`src/rtl/weight_store_if.sv`:
```
// Handshake bundle between the weight store and its reader/writer:
// layer-select requests, the read-back matrix and the write-back matrix.
interface weight_store_if #(
  parameter int NEURON_NUM        = 5,
  parameter int WEIGHT_CELL_WIDTH = 16,
  parameter int LAYER_ADDR_WIDTH  = 2
);
  localparam int MAT_W = NEURON_NUM * NEURON_NUM * WEIGHT_CELL_WIDTH;

  logic [LAYER_ADDR_WIDTH-1:0] rd_layer;
  logic                        rd_layer_valid;
  logic                        rd_layer_ready;
  logic [MAT_W-1:0]            w;
  logic                        w_valid;
  logic                        w_ready;
  logic [LAYER_ADDR_WIDTH-1:0] wr_layer;
  logic                        wr_layer_valid;
  logic                        wr_layer_ready;
  logic [MAT_W-1:0]            wr_data;
  logic                        wr_data_valid;
  logic                        wr_data_ready;
  logic                        error;

  modport master (
    output rd_layer, rd_layer_valid, w_ready, wr_layer, wr_layer_valid,
           wr_data, wr_data_valid,
    input  rd_layer_ready, w, w_valid, wr_layer_ready, wr_data_ready, error
  );

  modport slave (
    input  rd_layer, rd_layer_valid, w_ready, wr_layer, wr_layer_valid,
           wr_data, wr_data_valid,
    output rd_layer_ready, w, w_valid, wr_layer_ready, wr_data_ready, error
  );
endinterface

```
`src/rtl/weight_store.sv`:
```
// Register-based store of LAYER_NUM weight matrices with a one-request-at-a-time
// read/write handshake; writes win over reads when both are offered in IDLE.
//
// state   | meaning
// IDLE    | accepting a write-layer or read-layer request
// RD_HOLD | w holds the selected matrix until the consumer takes it
// WR_WAIT | layer latched, waiting for the matrix to write
module weight_store #(
  parameter int NEURON_NUM        = 5,
  parameter int WEIGHT_CELL_WIDTH = 16,
  parameter int LAYER_NUM         = 3,
  parameter int LAYER_ADDR_WIDTH  = 2
) (
  input  logic           clk,
  input  logic           rst,
  weight_store_if.slave  bus
);
  localparam int MAT_W = NEURON_NUM * NEURON_NUM * WEIGHT_CELL_WIDTH;

  typedef enum logic [1:0] {IDLE, RD_HOLD, WR_WAIT} state_t;

  state_t                      state, state_nxt;
  logic [MAT_W-1:0]            mem [LAYER_NUM];
  logic [MAT_W-1:0]            w_q;
  logic [MAT_W-1:0]            rd_sel;
  logic [LAYER_ADDR_WIDTH-1:0] wr_layer_q;
  logic                        error_q;
  logic                        rd_acc, wr_acc, wd_acc;
  logic                        rd_oor, wr_oor;

  always_comb begin
    bus.rd_layer_ready = 1'b0;
    bus.wr_layer_ready = 1'b0;
    bus.wr_data_ready  = 1'b0;
    state_nxt          = state;
    case (state)
      IDLE: begin
        bus.wr_layer_ready = 1'b1;
        bus.rd_layer_ready = !bus.wr_layer_valid;
        if (bus.wr_layer_valid)      state_nxt = WR_WAIT;
        else if (bus.rd_layer_valid) state_nxt = RD_HOLD;
      end
      RD_HOLD: if (bus.w_ready) state_nxt = IDLE;
      WR_WAIT: begin
        bus.wr_data_ready = 1'b1;
        if (bus.wr_data_valid) state_nxt = IDLE;
      end
      default: state_nxt = IDLE;
    endcase
  end

  assign rd_acc      = bus.rd_layer_valid && bus.rd_layer_ready;
  assign wr_acc      = bus.wr_layer_valid && bus.wr_layer_ready;
  assign wd_acc      = bus.wr_data_valid && bus.wr_data_ready;
  assign rd_oor      = int'(bus.rd_layer) >= LAYER_NUM;
  assign wr_oor      = int'(bus.wr_layer) >= LAYER_NUM;
  assign bus.w       = w_q;
  assign bus.w_valid = (state == RD_HOLD);
  assign bus.error   = error_q;

  // Out-of-range layers select nothing, so the read returns zeros.
  always_comb begin
    rd_sel = '0;
    for (int l = 0; l < LAYER_NUM; l++)
      if (bus.rd_layer == LAYER_ADDR_WIDTH'(l)) rd_sel = mem[l];
  end

  always_ff @(posedge clk) begin
    if (rst) begin
      state      <= IDLE;
      w_q        <= '0;
      error_q    <= 1'b0;
      wr_layer_q <= '0;
      for (int l = 0; l < LAYER_NUM; l++) mem[l] <= '0;
    end else begin
      state   <= state_nxt;
      error_q <= (rd_acc && rd_oor) || (wr_acc && wr_oor);
      if (rd_acc) w_q <= rd_sel;
      if (wr_acc) wr_layer_q <= bus.wr_layer;
      if (wd_acc)
        for (int l = 0; l < LAYER_NUM; l++)
          if (wr_layer_q == LAYER_ADDR_WIDTH'(l)) mem[l] <= bus.wr_data;
    end
  end
endmodule

```
`src/flat_wrapper.sv`:
```
// flat-port wrapper written by rule: the top's interface ports become plain ports
module weight_store_flat 
#(
  parameter int NEURON_NUM        = 5,
  parameter int WEIGHT_CELL_WIDTH = 16,
  parameter int LAYER_NUM         = 3,
  parameter int LAYER_ADDR_WIDTH  = 2
)
  (clk, rst, bus_rd_layer, bus_rd_layer_valid, bus_w_ready, bus_wr_layer, bus_wr_layer_valid, bus_wr_data, bus_wr_data_valid, bus_rd_layer_ready, bus_w, bus_w_valid, bus_wr_layer_ready, bus_wr_data_ready, bus_error);
  weight_store_if #(.NEURON_NUM(NEURON_NUM), .WEIGHT_CELL_WIDTH(WEIGHT_CELL_WIDTH), .LAYER_ADDR_WIDTH(LAYER_ADDR_WIDTH)) bus_i ();
  input  logic clk;
  input  logic rst;
  input wire logic [$bits(bus_i.rd_layer)-1:0] bus_rd_layer;
  input wire logic [$bits(bus_i.rd_layer_valid)-1:0] bus_rd_layer_valid;
  input wire logic [$bits(bus_i.w_ready)-1:0] bus_w_ready;
  input wire logic [$bits(bus_i.wr_layer)-1:0] bus_wr_layer;
  input wire logic [$bits(bus_i.wr_layer_valid)-1:0] bus_wr_layer_valid;
  input wire logic [$bits(bus_i.wr_data)-1:0] bus_wr_data;
  input wire logic [$bits(bus_i.wr_data_valid)-1:0] bus_wr_data_valid;
  output wire logic [$bits(bus_i.rd_layer_ready)-1:0] bus_rd_layer_ready;
  output wire logic [$bits(bus_i.w)-1:0] bus_w;
  output wire logic [$bits(bus_i.w_valid)-1:0] bus_w_valid;
  output wire logic [$bits(bus_i.wr_layer_ready)-1:0] bus_wr_layer_ready;
  output wire logic [$bits(bus_i.wr_data_ready)-1:0] bus_wr_data_ready;
  output wire logic [$bits(bus_i.error)-1:0] bus_error;
  assign bus_i.rd_layer = bus_rd_layer;
  assign bus_i.rd_layer_valid = bus_rd_layer_valid;
  assign bus_i.w_ready = bus_w_ready;
  assign bus_i.wr_layer = bus_wr_layer;
  assign bus_i.wr_layer_valid = bus_wr_layer_valid;
  assign bus_i.wr_data = bus_wr_data;
  assign bus_i.wr_data_valid = bus_wr_data_valid;
  assign bus_rd_layer_ready = bus_i.rd_layer_ready;
  assign bus_w = bus_i.w;
  assign bus_w_valid = bus_i.w_valid;
  assign bus_wr_layer_ready = bus_i.wr_layer_ready;
  assign bus_wr_data_ready = bus_i.wr_data_ready;
  assign bus_error = bus_i.error;
  weight_store #(.NEURON_NUM(NEURON_NUM), .WEIGHT_CELL_WIDTH(WEIGHT_CELL_WIDTH), .LAYER_NUM(LAYER_NUM), .LAYER_ADDR_WIDTH(LAYER_ADDR_WIDTH)) u_core (.clk(clk), .rst(rst), .bus(bus_i));
endmodule
```
`config.mk`:
```
export PLATFORM = sky130hd
export DESIGN_NAME = weight_store_flat
export DESIGN_NICKNAME = d
export VERILOG_FILES = /design/src/rtl/weight_store_if.sv /design/src/rtl/weight_store.sv /design/src/flat_wrapper.sv
export SDC_FILE = /design/constraint.sdc
export NUM_CORES = 2
export LEC_CHECK = 0
export CAP_MARGIN = 20
export CORE_MARGIN = 8
export CORE_UTILIZATION = 60
export DETAILED_ROUTE_END_ITERATION = 7
export DONT_BUFFER_PORTS = 1
export GPL_ROUTABILITY_DRIVEN = 0
export PLACE_DENSITY_LB_ADDON = 0.05
export SLEW_MARGIN = 20
export SYNTH_ARGS = -nofsm -noshare
export SYNTH_HDL_FRONTEND = slang
export SYNTH_SLANG_ARGS = --single-unit
```
`constraint.sdc`:
```
create_clock -name clk -period 62.6 [get_ports clk]
set_input_delay 3.13 -clock clk [delete_from_list [all_inputs] [get_ports clk]]
set_output_delay 3.13 -clock clk [all_outputs]
set_load 0.1 [all_outputs]
```
==> After elaboration in Yosys (flattened, before gate mapping) <==
Memories as Yosys holds them, arrays and structs flattened.
Index checks and enable logic that the tools add are counted.
{ "classes": {"order_cmp": 2, "bitwise": 3, "muxes": 28, "eq_ne": 9, "n_reduce_logical": 11} }
{ "ops": {"columns": ["operator", "count"], "rows": [
  ["$mux 400", 6],
  ["$mux 1", 17],
  ["$mux 2", 4],
  ["$eq 2x1->1 const B", 3],
  ["$eq 2x2->1 const B", 3],
  ["$logic_not 2->1", 3],
  ["$pmux 2 s3", 1],
  ["$logic_and 1x1->1", 5],
  ["$ge 2x2->1 const B", 2],
  ["$ne 2x2->1 const B", 2],
  ["$ne 3x3->1 const B", 1],
  ["$or 1x1->1", 3],
  ["$reduce_and 3->1", 1],
  ["$logic_not 1->1", 1],
  ["$logic_or 1x1->1", 1]
]} }
{ "word_totals": {"reg_bits": 405, "in_bits": 410, "out_inout_bits": 405, "memories": 1, "mem_bits_rw": 1200, "word_cells": 58} }
{ "mem_list": {"columns": ["name", "words", "word_bits", "read_ports", "rd_ports_with_merged_regs", "wr", "line_no", "rtl"], "rows": [
  ["u_core.mem", 3, 400, 3, 0, 3, "weight_store.sv:23", "logic [MAT_W-1:0] mem [LAYER_NUM];"]
]} }

==> Longest topological paths before layout <==
{ "logic_depth": {"depth_word": 7, "mapped_depth": 7, "mapped_depth_nobuf": 3} }

==> Worst setup path after synthesis <==
No wires, ideal clock.
{ "synth_timing": {"kind": "input port to flip-flop", "startpoint": "input port bus_wr_data_valid", "endpoint": "memory u_core.mem[0][0] (netlist name), enable pin", "arrival_time_ps": 32273, "setup_ps": 1749, "stages": 2, "required_time_ps": 60851, "setup_slack_ps": 28577, "path_buffers": 0, "cell_sequence": "nand3b_1 -> o31ai_1"} }
{ "synth_rtl": {"columns": ["element", "line_no", "rtl"], "rows": [
  ["start: declaration", "flat_wrapper.sv:19", "input wire logic [$bits(bus_i.wr_data_valid)-1:0] bus_wr_data_valid;"],
  ["end: declaration", "weight_store.sv:23", null]
]} }

==> Worst setup path after layout <==
{ "layout_timing": {"startpoint": "input port bus_wr_layer_valid", "endpoint": "output port bus_rd_layer_ready"} }
{ "layout_via": {"elab_chain_cells": 2} }
{ "layout_rtl": {"columns": ["element", "line_no", "rtl"], "rows": [
  ["start: declaration", "flat_wrapper.sv:17", "input wire logic [$bits(bus_i.wr_layer_valid)-1:0] bus_wr_layer_valid;"],
  ["$logic_not 1->1", "weight_store.sv:39", "bus.rd_layer_ready = !bus.wr_layer_valid;"],
  ["$mux 1", "weight_store.sv:36", "case (state)"],
  ["end: declaration", "flat_wrapper.sv:20", "output wire logic [$bits(bus_i.rd_layer_ready)-1:0] bus_rd_layer_ready;"]
]} }
Every way passes these cells.

==> impl_metrics.py <==
metrics = {
    "route": {
        "routed_wl_um": 154900,
        "drtPass1Iterations": 7,
        "via_per_inst": 6.079,
        "drtIter0Drc": 2496,
        "postRouteAntennaNets": 0,
        "post-route-drc-count": 0,
        "vias": 33021,
        "wl_per_cell_um": 28.51,
    },
    "clocking": {
        "cts_buffer_depth": 3,
        "cts_tree": "built",
        "cts_root_buffer": "clkbuf_16",
        "cts_made_buffers": 159,
        "cts_setup_buffers": 0,
        "postCtsHoldBufs": 0,
        "insertion_delay_ns": 0.77,
        "clkTransAtPathRegs_ns": 0.07,
        "clock_sinks": 1605,
        "cts_resized": 0,
        "cts.htree.levels": 4,
    },
    "yosys": {
        "synth_compound_area_share_pct": 13.39,
        "ys_seq_area_share_pct": 70.74,
        "ys_types": 28,
        "synth_xor_area_share_pct": 0,
        "synth-seq-cells": 1605,
        "yosys.area_share.simple_pct": 6.613,
        "synth_fa_ha_area_share_pct": 0,
        "syn_inst": 3949,
        "yosys.area.top_type": "edfxtp_1",
        "synth_top_area_share_pct": 57.74,
        "syn_nets": 4359,
        "synth_top_family_by_area": "compound AO/OA/AOI/OAI gates",
        "yosysWarnings": 0,
        "netlist_area_um2": 62400,
        "synth_area_leaders": "edfxtp_1 58%, dfxtp_1 13%, a211oi_2 7.3%, mux2i_1 6.4%, a2bb2oi_1 5.6%",
        "synth.area.mux_share_pct": 6.448,
        "postSynthAreaPerCell_um2": 15.80,
    },
    "sta": {
        "tightest_slew_ns": 2.191,
        "period_needed_ns": 6.660,
        "tns_ns": 0,
        "max_freq_mhz": 150.1,
        "finalHoldViolations": 0,
        "finClkSkew_ns": 0.02334,
        "rsz0062_at_grt": "no",
        "slew_viol_final": 160,
        "relSlewSlack_pct": -46.03,
        "setup_viol": 0,
        "finalCritPeriodShare_pct": 10.64,
    },
    "final_layout": {
        "mostFrequentLayoutCell": "edfxtp_1",
        "syn_to_final_growth_pct": 9.790,
        "final_cell_mix": "1200 x edfxtp_1, 404 x nor2_1, 402 x mux2i_1",
        "post-route-util_pct": 66.29,
        "nets": 4247,
        "drive_above_1_share_pct": 16.79,
    },
    "job": {
        "cap_violations": 0,
    },
    "global_route": {
        "grt_overflow": 0,
        "grtUsageMet3_pct": 11.44,
        "antenna_found_initial": 153,
        "grt_pass1_wl_um": 223900,
        "grt_use_total_pct": 25.83,
        "grt_util_met1_pct": 29.73,
        "grt_pass1_vias": 33160,
        "grt.busiest_layer": "met2",
        "use_met2_pct": 42.19,
        "grt_max_degree": 409,
    },
    "floorplanning": {
        "dieArea_um2": 114600,
        "rows": 118,
        "die_w_um": 338.5,
        "ioPinCount": 815,
        "start_util_pct": 60.38,
        "coreArea_um2": 103300,
        "die_y_um": 338.5,
    },
    "status": {
        "violations": "max-slew violations",
        "outcome": "complete, but fails checks",
    },
    "worst_setup_path": {
        "cp.depth": 2,
        "crit_path_start_kind": "primary input",
        "slowest_delay_ns": 0.24,
        "critPathSlowestCell": "clkbuf_16",
        "crit_arrival_ns": 3.53,
        "critPathCapture": "bus_rd_layer_ready",
        "critPathTopFamily": "buffers and inverters",
        "cp-startpoint": "bus_wr_layer_valid",
        "rr_startpoint": "u_core.state[1]$_SDFFE_PP0P_",
        "path_buf_inv": 1,
        "critPathCaptureType": "output pin",
        "r2r_end": "u_core.mem[0][463]$_DFFE_PP_",
        "r2r_setup_slack_ns": 58.00,
        "critPathRequiredTime_ns": 59.47,
        "path_class": "in -> out",
        "worstRegToRegCells": 4,
        "path_cells": "nor3_2, clkbuf_16",
        "path_max_fanout": 4,
    },
    "place": {
        "dpl.hpwl_um": 91350,
        "io_buffers": 0,
    },
    "pwr": {
        "p_total_mw": 2.485,
        "ir_worst_vdd_mv": 0.02700,
        "powerDensity_nw_per_um2": 36.27,
        "p_leak_nw": 24.57,
    },
    "hold_path": {
        "hp-class": "reg -> reg",
    },
}
[synth_stat cells]
cell and n:
buf_6 22, nor4b_2 1, a2111oi_0 1, a211oi_1 32
a211oi_2 365, a41o_1 1, a311oi_1 4, clkbuf_2 40
a2bb2oi_1 396, nor2_1 405, nand3b_1 1, nand2_1 4
buf_2 107, o31ai_1 2, buf_4 55, nor2b_1 3
buf_8 1, edfxtp_1 1200, and2_1 400, nand3_1 2
dfxtp_1 405, a21oi_1 2, inv_1 3, or2_2 4
nor3_1 1, clkbuf_1 89, nor3b_1 1, mux2i_1 402
[per-stage QoR]
step / setup slack, ns / instances / instance area [um^2] / hold slack, ns
2_1_floorplan: 28.58 / 3949 / 62400 / 0.5183
3_3_place_gp: 55.72 / 5048 / 62800 / 0.5270
3_5_place_dp: 55.63 / 5048 / 62810 / 0.5419
4_1_cts: 55.93 / 5345 / 68140 / 0.5470
5_1_grt: 55.92 / 5395 / 68420 / 0.5667
6_report: 55.94 / 5432 / 68510 / 0.5427
[kinds of logic after synthesis]
family,Yosys count
and+or+nand+nor,822
buffers and inverters,317
AOI/OAI and AO/OA,803
muxes,402
DFF,1605
[state kept, by name (all words and copies together) (netlist names)]
register and flops:
u_core.bus.error 1, u_core.bus.w 400, u_core.mem 1200, u_core.state 2
u_core.wr_layer_q 2
[worst min-delay path by stage]
stage | from | endpoint | slack, ns | cells after the start
3_3_place_gp | u_core.mem[0][790]$_DFFE_PP_ | u_core.bus.w[390]$_SDFFE_PP0P_ | 0.53 | 2
3_5_place_dp | u_core.mem[0][790]$_DFFE_PP_ | u_core.bus.w[390]$_SDFFE_PP0P_ | 0.54 | 2
2_1_floorplan | u_core.mem[0][787]$_DFFE_PP_ | u_core.bus.w[387]$_SDFFE_PP0P_ | 0.52 | 2
5_1_grt | u_core.mem[0][790]$_DFFE_PP_ | u_core.bus.w[390]$_SDFFE_PP0P_ | 0.57 | 2
4_1_cts | u_core.mem[0][790]$_DFFE_PP_ | u_core.bus.w[390]$_SDFFE_PP0P_ | 0.55 | 2
6_report | u_core.mem[0][790]$_DFFE_PP_ | u_core.bus.w[390]$_SDFFE_PP0P_ | 0.54 | 2
[worst min-delay path, cell delays in order (launching register included)]
cell,delay [ns]
edfxtp_1,0.36
nand2_1,0.06
a311oi_1,0.08
[routing by layer]
metal | up-vias | wire length, um
li1 | 14921 | -
met1 | 16505 | 56860
met2 | 1151 | 75540
met3 | 374 | 15990
met4 | 70 | 6057
met5 | - | 437
[final cells by class]
type                    count  area (um^2)
multi-input cells        2027        16580
diodes                     79        197.7
fillers                  7140        34840
flip-flops and latches   1605        44160
inverters                   3        11.26
clock buffers             223         4539
well taps                1380         1727
clock inverters            74        797.0
repair buffers             41        505.5
[where the power goes]
part / total, mW / internal [mW] / switching (mW)
registers: 1.38 / 1.21 / 0.170
logic: 0.147 / 0.0593 / 0.0875
clock network: 0.961 / 0.573 / 0.389
(Power assumes the default switching activity.)
